`config.mk`:
```
export PLATFORM = sky130hd
export DESIGN_NAME = instr_issuer
export DESIGN_NICKNAME = d
export VERILOG_FILES = /design/src/rtl/cpu_pkg.sv /design/src/rtl/prog_store.sv /design/src/rtl/instr_issuer.sv
export SDC_FILE = /design/constraint.sdc
export NUM_CORES = 1
export LEC_CHECK = 0
export ABC_AREA = 1
export ABC_CLOCK_PERIOD_IN_PS = 7800
export BUFFER_PORTS_ARGS = -buffer_cell sky130_fd_sc_hd__buf_2
export CAP_MARGIN = 20
export CORE_MARGIN = 2
export CORE_UTILIZATION = 40
export DETAILED_ROUTE_END_ITERATION = 7
export SKIP_LAST_GASP = 1
export SLEW_MARGIN = 20
export SYNTH_ARGS = -nofsm -noshare
export SYNTH_HDL_FRONTEND = slang
export SYNTH_HIERARCHICAL = 1
export SYNTH_SLANG_ARGS = --single-unit
```
`constraint.sdc`:
```
create_clock -name clk_i -period 7.8 [get_ports clk_i]
set_input_delay 0.78 -clock clk_i [delete_from_list [all_inputs] [get_ports clk_i]]
set_output_delay 0.78 -clock clk_i [all_outputs]
set_load 0.02 [all_outputs]
```
`src/rtl/cpu_pkg.sv`:
```
// Shared definitions for the simple_cpu instruction interface: word classes,
// field positions, hold-cycle counts and the issuer state encoding.
package cpu_pkg;

   localparam int INSTR_W    = 20;
   localparam int PROG_W     = 4;
   localparam int HOLD_STD   = 3;
   localparam int HOLD_LOAD  = 4;
   localparam int HOLD_STORE = 3;
   localparam int CNT_W      = 4;

   localparam logic [1:0] CLS_HALT  = 2'b00;
   localparam logic [1:0] CLS_STD   = 2'b01;
   localparam logic [1:0] CLS_LOAD  = 2'b10;
   localparam logic [1:0] CLS_STORE = 2'b11;

   localparam int CLS_HI  = 19;
   localparam int CLS_LO  = 18;
   localparam int DEST_HI = 17;
   localparam int DEST_LO = 16;
   localparam int X2_HI   = 15;
   localparam int X2_LO   = 14;
   localparam int X3_HI   = 13;
   localparam int X3_LO   = 12;
   localparam int OFF_HI  = 11;
   localparam int OFF_LO  = 4;
   localparam int OPC_HI  = 3;
   localparam int OPC_LO  = 0;

   typedef enum logic [1:0] {
      ST_IDLE,
      ST_PRIME,
      ST_ISSUE,
      ST_DONE
   } issuer_state_t;

   function automatic logic [1:0] instr_class(input logic [INSTR_W-1:0] word);
      return word[CLS_HI:CLS_LO];
   endfunction

endpackage

```
`src/rtl/prog_store.sv`:
```
// Writable program store for the instruction issuer: one synchronous write
// port and one combinational read port; contents are never reset.
module prog_store #(
   parameter int ADDR_BITS  = 4,
   parameter int DATA_WIDTH = 20
) (
   input  logic                  clk_i,
   input  logic                  wr_en_i,
   input  logic [ADDR_BITS-1:0]  wr_addr_i,
   input  logic [DATA_WIDTH-1:0] wr_data_i,
   input  logic [ADDR_BITS-1:0]  rd_addr_i,
   output logic [DATA_WIDTH-1:0] rd_data_o
);

   logic [DATA_WIDTH-1:0] mem_q [2**ADDR_BITS];

   always_ff @(posedge clk_i) begin
      if (wr_en_i) begin
         mem_q[wr_addr_i] <= wr_data_i;
      end
   end

   assign rd_data_o = mem_q[rd_addr_i];

endmodule

```
`src/rtl/instr_issuer.sv`:
```
// Program sequencer driving the simple_cpu instruction port, holding each word
// for its class's control-unit cycle count. Define ISSUER_PERF_EN for run counters.
module instr_issuer
   import cpu_pkg::*;
#(
   parameter int INSTR_WIDTH  = INSTR_W,
   parameter int PROG_BITS    = PROG_W,
   parameter int STD_CYCLES   = HOLD_STD,
   parameter int LOAD_CYCLES  = HOLD_LOAD,
   parameter int STORE_CYCLES = HOLD_STORE
) (
   input  logic                   clk_i,
   input  logic                   rst_ni,
   input  logic                   prog_wen_i,
   input  logic [PROG_BITS-1:0]   prog_addr_i,
   input  logic [INSTR_WIDTH-1:0] prog_data_i,
   input  logic [PROG_BITS-1:0]   prog_last_i,
   input  logic                   start_i,
   output logic [INSTR_WIDTH-1:0] instruction_o,
   output logic                   issue_o,
   output logic [PROG_BITS-1:0]   pc_o,
   output logic                   busy_o,
   output logic                   done_o
`ifdef ISSUER_PERF_EN
   ,
   output logic [15:0]            run_cycles_o,
   output logic [PROG_BITS:0]     instr_count_o
`endif
);

   issuer_state_t          state_q, state_d;
   logic [INSTR_WIDTH-1:0] instr_q, instr_d;
   logic [PROG_BITS-1:0]   pc_q, pc_d;
   logic [PROG_BITS-1:0]   last_q, last_d;
   logic [CNT_W-1:0]       cnt_q, cnt_d;
   logic                   issue_q, issue_d;

   logic                   wr_en;
   logic                   start_go;
   logic [PROG_BITS-1:0]   rd_addr;
   logic [INSTR_WIDTH-1:0] rd_data;
   logic [1:0]             rd_cls;

   // The PRIME cycle or the issuing cycle itself counts as the first hold edge.
   function automatic logic [CNT_W-1:0] hold_m1(input logic [1:0] cls);
      case (cls)
         CLS_LOAD:  return CNT_W'(LOAD_CYCLES - 1);
         CLS_STORE: return CNT_W'(STORE_CYCLES - 1);
         default:   return CNT_W'(STD_CYCLES - 1);
      endcase
   endfunction

   assign wr_en    = (state_q == ST_IDLE) && prog_wen_i;
   assign start_go = (state_q == ST_IDLE) && start_i && !prog_wen_i;
   assign rd_addr  = (state_q == ST_IDLE) ? '0 : pc_q + PROG_BITS'(1);
   assign rd_cls   = instr_class(rd_data);

   prog_store #(
      .ADDR_BITS  (PROG_BITS),
      .DATA_WIDTH (INSTR_WIDTH)
   ) u_store (
      .clk_i     (clk_i),
      .wr_en_i   (wr_en),
      .wr_addr_i (prog_addr_i),
      .wr_data_i (prog_data_i),
      .rd_addr_i (rd_addr),
      .rd_data_o (rd_data)
   );

   always_ff @(posedge clk_i or negedge rst_ni) begin
      if (!rst_ni) begin
         state_q <= ST_IDLE;
         instr_q <= '0;
         pc_q    <= '0;
         last_q  <= '0;
         cnt_q   <= '0;
         issue_q <= 1'b0;
      end else begin
         state_q <= state_d;
         instr_q <= instr_d;
         pc_q    <= pc_d;
         last_q  <= last_d;
         cnt_q   <= cnt_d;
         issue_q <= issue_d;
      end
   end

   always_comb begin
      state_d = state_q;
      instr_d = instr_q;
      pc_d    = pc_q;
      last_d  = last_q;
      cnt_d   = cnt_q;
      issue_d = 1'b0;
      case (state_q)
         ST_IDLE: begin
            instr_d = '0;
            if (start_go) begin
               last_d = prog_last_i;
               pc_d   = '0;
               if (rd_cls == CLS_HALT) begin
                  state_d = ST_DONE;
               end else begin
                  instr_d = rd_data;
                  issue_d = 1'b1;
                  state_d = ST_PRIME;
               end
            end
         end
         ST_PRIME: begin
            cnt_d   = hold_m1(instr_class(instr_q));
            state_d = ST_ISSUE;
         end
         ST_ISSUE: begin
            if (cnt_q != '0) begin
               cnt_d = cnt_q - CNT_W'(1);
            end else if (pc_q == last_q || rd_cls == CLS_HALT) begin
               instr_d = '0;
               state_d = ST_DONE;
            end else begin
               pc_d    = pc_q + PROG_BITS'(1);
               instr_d = rd_data;
               issue_d = 1'b1;
               cnt_d   = hold_m1(rd_cls);
            end
         end
         ST_DONE: begin
            instr_d = '0;
            state_d = ST_IDLE;
         end
         default: begin
            instr_d = '0;
            state_d = ST_IDLE;
         end
      endcase
   end

   assign instruction_o = instr_q;
   assign issue_o       = issue_q;
   assign pc_o          = pc_q;
   assign busy_o        = (state_q == ST_PRIME) || (state_q == ST_ISSUE);
   assign done_o        = (state_q == ST_DONE);

`ifdef ISSUER_PERF_EN
   logic [15:0]        run_cycles_q;
   logic [PROG_BITS:0] instr_count_q;

   // Counters keep their final values after a run until the next accepted start.
   always_ff @(posedge clk_i or negedge rst_ni) begin
      if (!rst_ni) begin
         run_cycles_q  <= '0;
         instr_count_q <= '0;
      end else if (start_go) begin
         run_cycles_q  <= '0;
         instr_count_q <= '0;
      end else begin
         if (busy_o && run_cycles_q != 16'hFFFF) begin
            run_cycles_q <= run_cycles_q + 16'd1;
         end
         if (issue_q) begin
            instr_count_q <= instr_count_q + (PROG_BITS+1)'(1);
         end
      end
   end

   assign run_cycles_o  = run_cycles_q;
   assign instr_count_o = instr_count_q;
`endif

endmodule

```
* After elaboration in Yosys (flattened, before gate mapping)
Memories as Yosys holds them, arrays and structs flattened.
Cells that the tools add are included.
W data, S select, Z words.
** Cells by class
- Equal/unequal tests :: 11
- Muxes and demuxes :: 27
- Reductions and logical operators :: 17
- Add/subtract/negate cells :: 2
** Operator list (count)
- $mux W20 :: 4
- $pmux W20 S3 :: 1
- $mux W4 :: 6
- $pmux W4 S2 :: 2
- $eq A2 B2 Y1 const B :: 4
- $mux W1 :: 8
- $mux W2 :: 4
- $ne A2 B2 Y1 const B :: 4
- $pmux W2 S4 :: 1
- $reduce_and A2 Y1 :: 3
- $add A4 B1 Y4 const B :: 1
- $eq A4 B4 Y1 :: 1
- $logic_not A2 Y1 :: 2
- $reduce_and A4 Y1 :: 1
- $reduce_bool A2 Y1 :: 2
- $reduce_bool A4 Y1 :: 1
- $sub A4 B1 Y4 const B :: 1
- $logic_and A1 B1 Y1 :: 3
- $ne A3 B3 Y1 const B :: 1
- $reduce_and A3 Y1 :: 1
- $reduce_bool A3 Y1 :: 1
- $eq A2 B1 Y1 const B :: 1
- $logic_or A1 B1 Y1 :: 2
- $pmux W1 S2 :: 1
- $logic_not A1 Y1 :: 1
** Word-level totals
- Memories kept :: 1
- Input bits :: 32
- Flip-flop bits (word level) :: 35
- RAM bits :: 320
- Output and inout port bits :: 27
** Memories
- u_store.mem_q :: words 16, bits a word 20, read ports 1, clocked after Yosys merged registers in 0, write ports 1, RTL line prog_store.sv:15 : logic [DATA_WIDTH-1:0] mem_q [2**ADDR_BITS];

* Logic depth before layout (Yosys ltp)
Gate-level depths: netlist (run 1).
An unclocked memory read counts as a cell.
- Depth after elaboration :: 8
- Mapped depth :: 20
- Gate-level depth less buffers :: 17

* By module
Netlist (run 1), hierarchy kept.
** Modules (own cells, without submodules)
- prog_store :: cells an instance 1316, times used 1, area each 13792.0 sq um, seq. area each 9609.2 sq um
- instr_issuer :: cells an instance 268, times used 1, area each 2058.2 sq um, seq. area each 875.8 sq um

* Least setup slack after synthesis (run 1)
OpenSTA, ideal clock, no wires.
- Path kind :: reg2reg
- Start point :: register pc_q[0] (netlist: pc_o[0])
- End point :: register instr_q[10] (netlist: instruction_o[10])
- Setup time :: 0.065 ns
- Stages on the path, launching flop included :: 17
- Required time :: 7.735 ns
- Clock period less this slack :: 2.526 ns
- Arrival time :: 2.461 ns
- Path buffers :: 3
- Setup slack :: 5.274 ns
- Cells stage by stage :: dfrtp_1 > ha_1 > inv_1 > nor2_1 > buf_2 > buf_1 > nand3_1 > nand3_1 > nand3_1 > nand2_1 > nor2_2 > inv_2 > nand3_4 > o21ai_4 > buf_12 > nand2_2 > nand2_2
** Between the ends
- Cells in the longest elaborated chain, start to end :: 8
- Elaborated cells between the ends (all ways) :: 11
- Classes of those cells :: 1 x add/sub; 1 x eq/ne; 6 x mux; 2 x reduce/logical; 1 x memory
** Ends and longest elaborated chain
- start: declaration :: RTL line instr_issuer.sv:33 : logic [PROG_BITS-1:0] pc_q, pc_d;
- start signal: assignment :: RTL line instr_issuer.sv:81 : pc_q <= pc_d;
- $add A4 B1 Y4 * :: RTL line instr_issuer.sv:55 : assign rd_addr = (state_q == ST_IDLE) ? '0 : pc_q + PROG_BITS'(1);
- $mux W4 * :: RTL line instr_issuer.sv:55
- via rd_addr[1] :: RTL line instr_issuer.sv:40 : logic [PROG_BITS-1:0] rd_addr;
- $mem_v2 Z16 W20 *
- via rd_data[19] :: RTL line instr_issuer.sv:41 : logic [INSTR_WIDTH-1:0] rd_data;
- $logic_not A2 Y1 * :: RTL line instr_issuer.sv:101, instr_issuer.sv:117
- $logic_or A1 B1 Y1 :: RTL line instr_issuer.sv:117 : end else if (pc_q == last_q || rd_cls == CLS_HALT) begin
- $mux W20 :: RTL line instr_issuer.sv:117
- $mux W20 :: RTL line instr_issuer.sv:115 : if (cnt_q != '0) begin
- $pmux W20 S3 * :: RTL line instr_issuer.sv:95 : case (state_q)
- end signal: assignment :: RTL line instr_issuer.sv:80 : instr_q <= instr_d;
- end: declaration :: RTL line instr_issuer.sv:32 : logic [INSTR_WIDTH-1:0] instr_q, instr_d;
Mark *: on every way through the listed nets, which the timed path passes. The rest lies on a longest branch. The select of a mux whose other input is x is not followed.
A chain may end at the register's enable or synchronous reset.

* Worst setup path after layout (run 1)
- Start point :: register state_q[0]
- End point :: register instr_q[17] (netlist: instruction_o[17])
** Between the ends
- Cells in the longest elaborated chain, start to end :: 8
- Elaborated cells between the ends (all ways) :: 17
- Classes of those cells :: 3 x eq/ne; 6 x mux; 7 x reduce/logical; 1 x memory
** Ends and longest elaborated chain
- start: declaration :: RTL line instr_issuer.sv:31 : issuer_state_t state_q, state_d;
- start signal: assignment :: RTL line instr_issuer.sv:79 : state_q <= state_d;
- $logic_not A2 Y1 * :: RTL line instr_issuer.sv:55
- $mux W4 * :: RTL line instr_issuer.sv:55
- via rd_addr[1] :: RTL line instr_issuer.sv:40
- $mem_v2 Z16 W20 *
- via rd_data[19] :: RTL line instr_issuer.sv:41
- $logic_not A2 Y1 * :: RTL line instr_issuer.sv:101, instr_issuer.sv:117
- $logic_or A1 B1 Y1 :: RTL line instr_issuer.sv:117
- $mux W20 :: RTL line instr_issuer.sv:117
- $mux W20 :: RTL line instr_issuer.sv:115
- $pmux W20 S3 * :: RTL line instr_issuer.sv:95
Marks and branches as above.

==> results of run 1 <==
worst max-delay path, delay by kind of cell, from the launching register on:
family          cells  cell delay, ps
fa+ha+maj           1             430
compound gates      1             560
buf+inv             3             890
flops               1             410
simple gates        9            1740
how the worst max path moves through the flow:
stage	from	slack [ps]	to
2_1_floorplan	pc_o[0]	5270	instruction_o[10]
3_3_place_gp	state_q[0]	3700	instruction_o[2]
3_5_place_dp	state_q[0]	3640	instruction_o[10]
4_1_cts	state_q[1]	3610	instruction_o[10]
5_1_grt	state_q[1]	3220	instruction_o[1]
6_report	state_q[0]	3670	instruction_o[17]
report_power, final:
| group | switching (mW) | internal (mW) |
|---|---|---|
| Combinational | 1.35 | 0.539 |
| Clock | 0.737 | 0.996 |
| Sequential | 0.0574 | 2.18 |
layout make-up:
type | instances | area (µm²)
Fill cell | 3616 | 21100
Sequential cell | 355 | 10500
Multi-Input combinational cell | 867 | 3890
Inverter | 290 | 1100
Clock buffer | 51 | 1060
Tap cell | 518 | 648
Timing Repair Buffer | 82 | 483
Clock inverter | 22 | 134
per-layer routing:
layer / up-vias / share of wire (%)
li1: 5158 / -
met1: 5142 / 46
met2: 336 / 45
met3: 70 / 6.8
met4: 0 / 2.3
met5: - / 0
registers in the layout (all words and copies together), names as in the netlist:
signal         count
issue_o            1
pc_o               4
instruction_o     20
u_store/mem_q    320
state_q            2
last_q             4
cnt_q              4
per-stage QoR:
stage | instances | cell area [µm²] | utilization, %
6_report | 2185 | 17800 | 45.7
5_1_grt | 2185 | 17800 | 45.7
4_1_cts | 2185 | 17800 | 45.7
3_5_place_dp | 2112 | 16600 | 42.7
3_3_place_gp | 2112 | 16600 | 42.7
2_1_floorplan | 1584 | 15900 | -
kinds of logic (layout without fill, tap and decap cells):
family | count (synthesis) | after routing
flops | 355 | 355
xor+xnor | 3 | 3
simple gates | 846 | 846
compound gates | 12 | 12
buf+inv | 362 | 445
fa+ha+maj | 6 | 6
synthesized netlist by cell type (3+ instances only):
cell type	n
ha_1	6
nand3_1	249
nand2_1	508
buf_1	7
buf_2	32
nand3b_1	3
nor2_1	50
buf_6	14
a21oi_1	4
inv_1	286
o21ai_0	4
dfrtp_1	35
nand4_1	4
clkbuf_1	15
edfxtp_1	320
nand2_2	23
==> reports/qor.txt, run 1 <==
DRC Markers -> 0
Core ar. -> 38900 µm²
die area -> 41200 µm²
unrepaired setup endpoints after global routing -> no
dpl ws -> 3640 ps
WP data arrival -> 4590 ps
Slowest cell on crit path -> nor2_4
vias in the first global route -> 10360
Post-Synth Adder-Cell Area -> 0.474%
largest net degree at the start of global routing -> 162
largest family of logic cells by synthesized area -> simple AND/OR/NAND/NOR gates
Max Buffers Root-to-Sink -> 3
Yosys top cell area share -> 60.6%
yosys warns -> 6
Area Overhead vs Synth -> 12.3%
worst hold slack -> 336 ps
Mapped Cells -> 1584
Power Density -> 329 nW/µm²
r2r setup slk -> 3670 ps
Clock Skews -> 18.5 ps
GR peak layer -> met2
CTS tree -> yes
Initial Utilization -> 40.7%
max-cap viol count -> 0
Worst Path Class, Setup -> flip-flop to flip-flop
# Post-CTS Setup Buffers -> 0
EDFF count, synth -> 320
cts repair resizes -> 0
Rel. slew slack -> 30.8%
Max rail drop VDD -> 0.240 mV
status -> completed
worst-path maximum fanout -> 52
r2r startpoint -> state_q[0]
clk slew on worst S/H paths -> 60 ps
fin. max-slew vios -> 0
Overall Power -> 5.86 mW
Critical Path RT -> 8260 ps
most frequent cells in the layout -> 508 x nand2_1, 320 x edfxtp_1, 286 x inv_1, 249 x nand3_1, 58 x buf_2
cell area after synthesis -> 15900 µm²
placer congestion estimate -> 0.801
Avg Synthesized Cell Area -> 10.0 µm²
synth top area cells -> edfxtp_1 61%, nand2_1 12%, nand3_1 7.9%
detailed placement HPWL -> 20700 µm
htree depth -> 2
Synth Area in XOR/XNOR -> 0.166%
CP Capture Type -> flip-flop
met1 usage -> 26.7%
Leak Pwr -> 7.87 nW
register area share after synthesis -> 66.2%
Final #Nets -> 1674
starting DRC count in detailed routing -> 1097
count of cell types in the netlist -> 34
TritonCTS Buffers -> 40
cells on worst reg2reg path -> 14
num rows -> 72
post-synthesis compound-gate area fraction -> 0.513%
TritonRoute pass-1 iters -> 5
layout cell share with drive strength beyond 1 -> 11.5%
hold violation count in the final report -> 0
via count -> 10706
vias per cell -> 4.90
post-cts hold buffer count -> 0
slew of the pin with the lowest slew margin -> 1040 ps
IO Pins -> 59
WL final -> 38200 µm
n_diodes -> 0
Worst Hold Class -> input pin to asynchronous set/reset pin
syn nets -> 1622
async set-or-reset flop fraction in the synthesized netlist -> 9.86%
# port buffers -> 58
synthesis-stage register bit count -> 355
final worst path period share -> 52.9%
post-route worst setup slack -> 3670 ps
ys flop type -> edfxtp_1
Tmin final -> 4130 ps
clock sink total -> 355
gr ovfl total -> 0
setup TNS -> 0 ps
Max Fclk -> 0.242 GHz
Simple-Gate Fraction of Synth Area -> 22.9%
die span in y -> 203 µm
Total GRT Usage -> 18.9%
worst path cell trace -> inv_1, ha_1, nor2_4, buf_4, nand3_1, nand3_1, nand3_1, nand2_1, nor2_2, inv_2, nand3_4, o21ai_4, nand2_1, nand2_1
Avg WL per Cell -> 17.5 µm
first-pass GRT wire length -> 59800 µm
die width -> 203 µm
grt met3 use -> 3.53%
initial antenna violation count -> 1
Critical R2R Capture -> instruction_o[17]
worst stage delay on the critical path -> 790 ps
Yosys top cell by area -> edfxtp_1
clk root buf -> clkbuf_16
ANT nets after route -> 0
multiplexer share of the synthesized area -> 0%
startpoint class of the critical path -> flip-flop
worst skew pair latency -> 540 ps
commonest non-fill, non-tap cell in the layout -> nand2_1
GR Layer Usage met2 -> 29.7%
Finish-stage setup viols -> 0
Note: power is estimated with default switching activity, not from simulation.
==> inputs of run 2 (changes only) <==
--- a/config.mk
+++ b/config.mk
@@ -6,7 +6,7 @@
 export NUM_CORES = 1
 export LEC_CHECK = 0
 export ABC_AREA = 1
-export ABC_CLOCK_PERIOD_IN_PS = 7800
+export ABC_CLOCK_PERIOD_IN_PS = 3400
 export BUFFER_PORTS_ARGS = -buffer_cell sky130_fd_sc_hd__buf_2
 export CAP_MARGIN = 20
 export CORE_MARGIN = 2
==> constraint.sdc (replaced) <==
create_clock -name clk_i -period 3.4 [get_ports clk_i]
set_input_delay 0.34 -clock clk_i [delete_from_list [all_inputs] [get_ports clk_i]]
set_output_delay 0.34 -clock clk_i [all_outputs]
set_load 0.02 [all_outputs]
==> run 2 against run 1 <==
Combinational power up 130%. Maximum frequency up 33%. Clock-buffer cell count down 6. Final cell count up 0.87%.
==> reports/qor.txt, run 2 (synthesis results as in run 1) <==
htree depth -> 2
max reg flops -> 320
IO Pins -> 59
Clock Skews -> 17.8 ps
commonest non-fill, non-tap cell in the layout -> nand2_1
vias per cell -> 4.88
setup TNS -> 0 ps
hold violation count in the final report -> 0
Placed Area -> 16700 µm²
worst hold slack -> 68.0 ps
max-cap viol count -> 0
dpl ws -> 281 ps
Critical Path RT -> 3850 ps
Area Overhead vs Synth -> 13.4%
DRC Markers -> 0
# port buffers -> 58
Power Density -> 757 nW/µm²
initial antenna violation count -> 2
status -> completed
layout cell share with drive strength beyond 1 -> 12.7%
die span in y -> 203 µm
worst skew pair latency -> 520 ps
Slowest cell on crit path -> o21ai_4
num rows -> 72
Rel. slew slack -> 45.5%
Final #Nets -> 1693
Reg with most FFs -> u_store/mem_q
CP Capture Type -> flip-flop
Leak Pwr -> 7.98 nW
via count -> 10751
die width -> 203 µm
Avg WL per Cell -> 17.5 µm
slew of the pin with the lowest slew margin -> 817 ps
most frequent cells in the layout -> 508 x nand2_1, 320 x edfxtp_1, 286 x inv_1, 249 x nand3_1, 58 x buf_2
startpoint class of the critical path -> flip-flop
Max Fclk -> 0.321 GHz
Max Buffers Root-to-Sink -> 3
CTS tree -> yes
Finish-stage setup viols -> 0
Initial Utilization -> 40.7%
vias in the first global route -> 10345
Worst Path Class, Setup -> flip-flop to flip-flop
final worst path period share -> 91.5%
r2r setup slk -> 290 ps
first-pass GRT wire length -> 59900 µm
die area -> 41200 µm²
area of the multi-input gates -> 3890 µm²
fin. max-slew vios -> 0
worst-path maximum fanout -> 18
Max rail drop VDD -> 0.431 mV
WL final -> 38500 µm
Core ar. -> 38900 µm²
Worst Hold Class -> input pin to flip-flop
# Post-CTS Setup Buffers -> 0
detailed placement HPWL -> 22100 µm
placer congestion estimate -> 0.818
worst stage delay on the critical path -> 620 ps
clk root buf -> clkbuf_16
TritonCTS Buffers -> 39
ANT nets after route -> 0
Filler Cell Count -> 3621
worst path cell trace -> inv_1, ha_1, nor2_4, inv_1, nand3_1, nand3_1, nand2_1, nor2_2, inv_2, nand3_4, o21ai_4, nand2_1, nand2_1
largest net degree at the start of global routing -> 51
starting DRC count in detailed routing -> 1067
finished layout cell area -> 18000 µm²
WP data arrival -> 3570 ps
clock sink total -> 355
TritonRoute pass-1 iters -> 5
unrepaired setup endpoints after global routing -> no
clk slew on worst S/H paths -> 60 ps
Total GRT Usage -> 19.1%
gr ovfl total -> 0
Tmin final -> 3110 ps
Worst path most repeated cell -> nand2_1
post-route worst setup slack -> 287 ps
Reg area -> 10500 µm²
run 2: stage by stage:
| step | util (%) | instances | total power, mW |
|---|---|---|---|
| CTS | 46.2 | 2202 | 13.7 |
| finish | 46.2 | 2204 | 13.6 |
| global placement | 43.0 | 2131 | 9.63 |
| floorplan | - | 1584 | 8.64 |
| global route | 46.2 | 2202 | 14.4 |
| detailed placement | 43.0 | 2131 | 9.67 |
run 2: final cells by class:
cell class	instances	share of cell area, %
Clock inverter	25	0.954
Antenna cell	2	0.0279
Multi-Input combinational cell	867	21.6
Sequential cell	355	58.4
Inverter	290	6.10
Clock buffer	45	5.85
Timing Repair Buffer	102	3.47
Tap cell	518	3.61
run 2: critical path: cells and delay by family, from the launching register on:
kind / cells / cell delay (ps)
AOI/OAI and AO/OA: 1 / 620
adders and majority gates: 1 / 430
buffers and inverters: 3 / 390
DFF: 1 / 390
and+or+nand+nor: 8 / 1210
run 2: worst paths after layout:
path	start	end	cells past startpoint
setup / recovery	state_q[0]	instruction_o[17]	13
hold reg to reg	instruction_o[14]	instruction_o[14]	2
hold / removal	prog_last_i[3]	last_q[3]	3
max in group asynchronous	rst_ni	instruction_o[14]	2
setup reg to reg	state_q[0]	instruction_o[17]	13
min in group asynchronous	rst_ni	last_q[3]	2
run 2: per-layer routing:
| layer | vias up | GRT usage [%] | part of all wire [%] |
|---|---|---|---|
| li1 | 5197 | - | - |
| met1 | 5137 | 27.3 | 46 |
| met2 | 357 | 29.7 | 44 |
| met3 | 60 | 3.79 | 7.8 |
| met4 | 0 | 5.16 | 2.0 |
| met5 | - | 0 | 0 |
run 2: repair_timing:
action,in CTS,in global routing
hold buffers,1,0
endpoints found under the hold margin,35,0
setup endpoints to repair,0,1
resized for setup,0,0
run 2: where the power goes:
group	switching (mW)	internal (mW)
registers	0.146	5.00
logic	3.12	1.31
clock network	1.65	2.36
total	4.92	8.67
==> inputs of run 3 (changes only) <==
--- a/config.mk
+++ b/config.mk
@@ -11,9 +11,10 @@
 export CAP_MARGIN = 20
 export CORE_MARGIN = 2
 export CORE_UTILIZATION = 40
+export CTS_BUF_LIST = sky130_fd_sc_hd__clkbuf_4 sky130_fd_sc_hd__clkbuf_8
 export DETAILED_ROUTE_END_ITERATION = 7
 export SKIP_LAST_GASP = 1
-export SLEW_MARGIN = 20
+export SLEW_MARGIN = 10
 export SYNTH_ARGS = -nofsm -noshare
 export SYNTH_HDL_FRONTEND = slang
 export SYNTH_HIERARCHICAL = 1
==> run 3 against run 2 <==
Power shrank 0.77%. Non-clock buffer count grew 4. Critical path depth is the same. Clock skew grew 1.4 ps. Via count grew 1.1%.
==> reports/qor.txt, run 3 (synthesis results as in run 1) <==
Max rail drop VDD -> 0.395 mV
Switching Fraction -> 36.3%
CP Buf/Inv Count -> 3
IO Pins -> 59
clk slew on worst S/H paths -> 60 ps
Worst path most repeated cell -> nand2_1
CTS tree -> yes
commonest non-fill, non-tap cell in the layout -> nand2_1
die area -> 41200 µm²
critical path's top delay family -> simple AND/OR/NAND/NOR gates
Critical Path RT -> 3950 ps
CP Capture Type -> flip-flop
CP Launch Point -> state_q[0]
CP Depth -> 13
Leak Pwr -> 8.06 nW
TritonRoute pass-1 iters -> 5
# Post-CTS Setup Buffers -> 0
Initial Utilization -> 40.7%
Int Pwr -> 8.59 mW
worst stage delay on the critical path -> 630 ps
r2r startpoint -> state_q[0]
Total GRT Usage -> 19.3%
cts repair resizes -> 0
detailed placement HPWL -> 22100 µm
Critical R2R Capture -> instruction_o[17]
switching pwr -> 4.90 mW
placer congestion estimate -> 0.818
ANT nets after route -> 0
Max Fclk -> 0.319 GHz
most frequent cells in the layout -> 508 x nand2_1, 320 x edfxtp_1, 286 x inv_1, 249 x nand3_1, 68 x clkbuf_8
hold violation count in the final report -> 0
Layout Utilization -> 46.3%
cells on worst reg2reg path -> 13
starting DRC count in detailed routing -> 1104
initial antenna violation count -> 3
Finish-stage setup viols -> 0
Slowest cell on crit path -> o21ai_4
Max Buffers Root-to-Sink -> 3
startpoint class of the critical path -> flip-flop
Worst Hold Class -> input pin to flip-flop
max reg flops -> 320
unrepaired setup endpoints after global routing -> no
Core ar. -> 38900 µm²
Clock Skews -> 19.2 ps
Worst Path Class, Setup -> flip-flop to flip-flop
final worst path period share -> 92.1%
max-cap viol count -> 0
worst path cell trace -> inv_1, ha_1, nor2_4, inv_1, nand3_1, nand3_1, nand2_1, nor2_2, inv_2, nand3_4, o21ai_4, nand2_1, nand2_1
r2r setup slk -> 270 ps
vias in the first global route -> 10538
Rel. slew slack -> 45.8%
fin. max-slew vios -> 0
first-pass GRT wire length -> 60800 µm
vias per cell -> 4.84
Final #Nets -> 1716
WP data arrival -> 3680 ps
largest net degree at the start of global routing -> 51
Avg WL per Cell -> 17.4 µm
Area Overhead vs Synth -> 13.8%
DRC Markers -> 0
status -> completed
gr ovfl total -> 0
TritonCTS Buffers -> 58
die width -> 203 µm
crit path to -> instruction_o[17]
setup TNS -> 0 ps
layout cell share with drive strength beyond 1 -> 15.1%
Tmin final -> 3130 ps
share of power burned in combinational logic -> 32.9%
WL final -> 39100 µm
clock sink total -> 355
clock power share -> 29.0%
slew of the pin with the lowest slew margin -> 814 ps
htree depth -> 2
sequential power share -> 38.2%
num rows -> 72
# port buffers -> 58
Power Density -> 748 nW/µm²
worst-path maximum fanout -> 18
Reg with most FFs -> u_store/mem_q
worst skew pair latency -> 610 ps
via count -> 10867
clk root buf -> clkbuf_8
die span in y -> 203 µm
[run 3: timing repair]
action,4_1_cts,5_1_grt
hold endpoints to repair,39,0
hold buffers,5,0
endpoints found under the setup margin,0,1
[run 3: final cells by class]
type | count | area (µm²)
Tap cell | 518 | 648
Sequential cell | 355 | 10500
Antenna cell | 3 | 7.51
Clock buffer | 97 | 1150
Multi-Input combinational cell | 867 | 3890
Inverter | 290 | 1100
Fill cell | 3636 | 20900
Timing Repair Buffer | 106 | 663
Clock inverter | 10 | 93.8
[run 3: routing by layer]
| metal | up-vias | wire (µm) | track usage (%) |
|---|---|---|---|
| met5 | - | 0 | 0 |
| met4 | 0 | 761 | 5.58 |
| met3 | 60 | 2810 | 3.90 |
| met2 | 361 | 17200 | 29.8 |
| met1 | 5198 | 18300 | 27.7 |
| li1 | 5248 | - | - |
[run 3: worst reg2reg max path: stages (launching register included)]
cell     delay (ps)
dfrtp_1         390
inv_1            80
ha_1            430
nor2_4          460
inv_1           210
nand3_1         120
nand3_1          70
nand2_1         160
nor2_2           80
inv_2           110
nand3_4          90
o21ai_4         630
nand2_1         160
nand2_1         100
[run 3: worst min-delay path by stage]
stage,startpoint,endpoint,slack (ps),depth (start not counted)
floorplan,rst_ni,cnt_q[0],40,0
global placement,instruction_o[0],instruction_o[0],460,2
detailed placement,instruction_o[14],instruction_o[14],460,2
CTS,start_i,issue_o,20,3
global route,start_i,issue_o,40,3
finish,start_i,issue_o,60,3
[run 3: metrics by stage]
| stage | total power [mW] | area, µm² | hold WS [ps] | instances | worst slack (ps) |
|---|---|---|---|---|---|
| 2_1_floorplan | 8.64 | 15900 | 44.4 | 1584 | 874 |
| 3_3_place_gp | 9.63 | 16700 | 460 | 2131 | 407 |
| 3_5_place_dp | 9.67 | 16700 | 463 | 2131 | 281 |
| 4_1_cts | 13.6 | 18000 | 18.2 | 2243 | 255 |
| 5_1_grt | 14.4 | 18000 | 40.1 | 2244 | 22.8 |
| 6_report | 13.5 | 18000 | 61.7 | 2246 | 268 |
[run 3: power groups by stage]
stage               clock (mW)  combinational (mW)  sequential [mW]
detailed placement           0                4.43             5.24
finish                    3.91                4.43             5.15
CTS                       4.00                4.46             5.15
floorplan                    0                3.32             5.32
global route              4.20                5.00             5.17
global placement             0                4.39             5.23
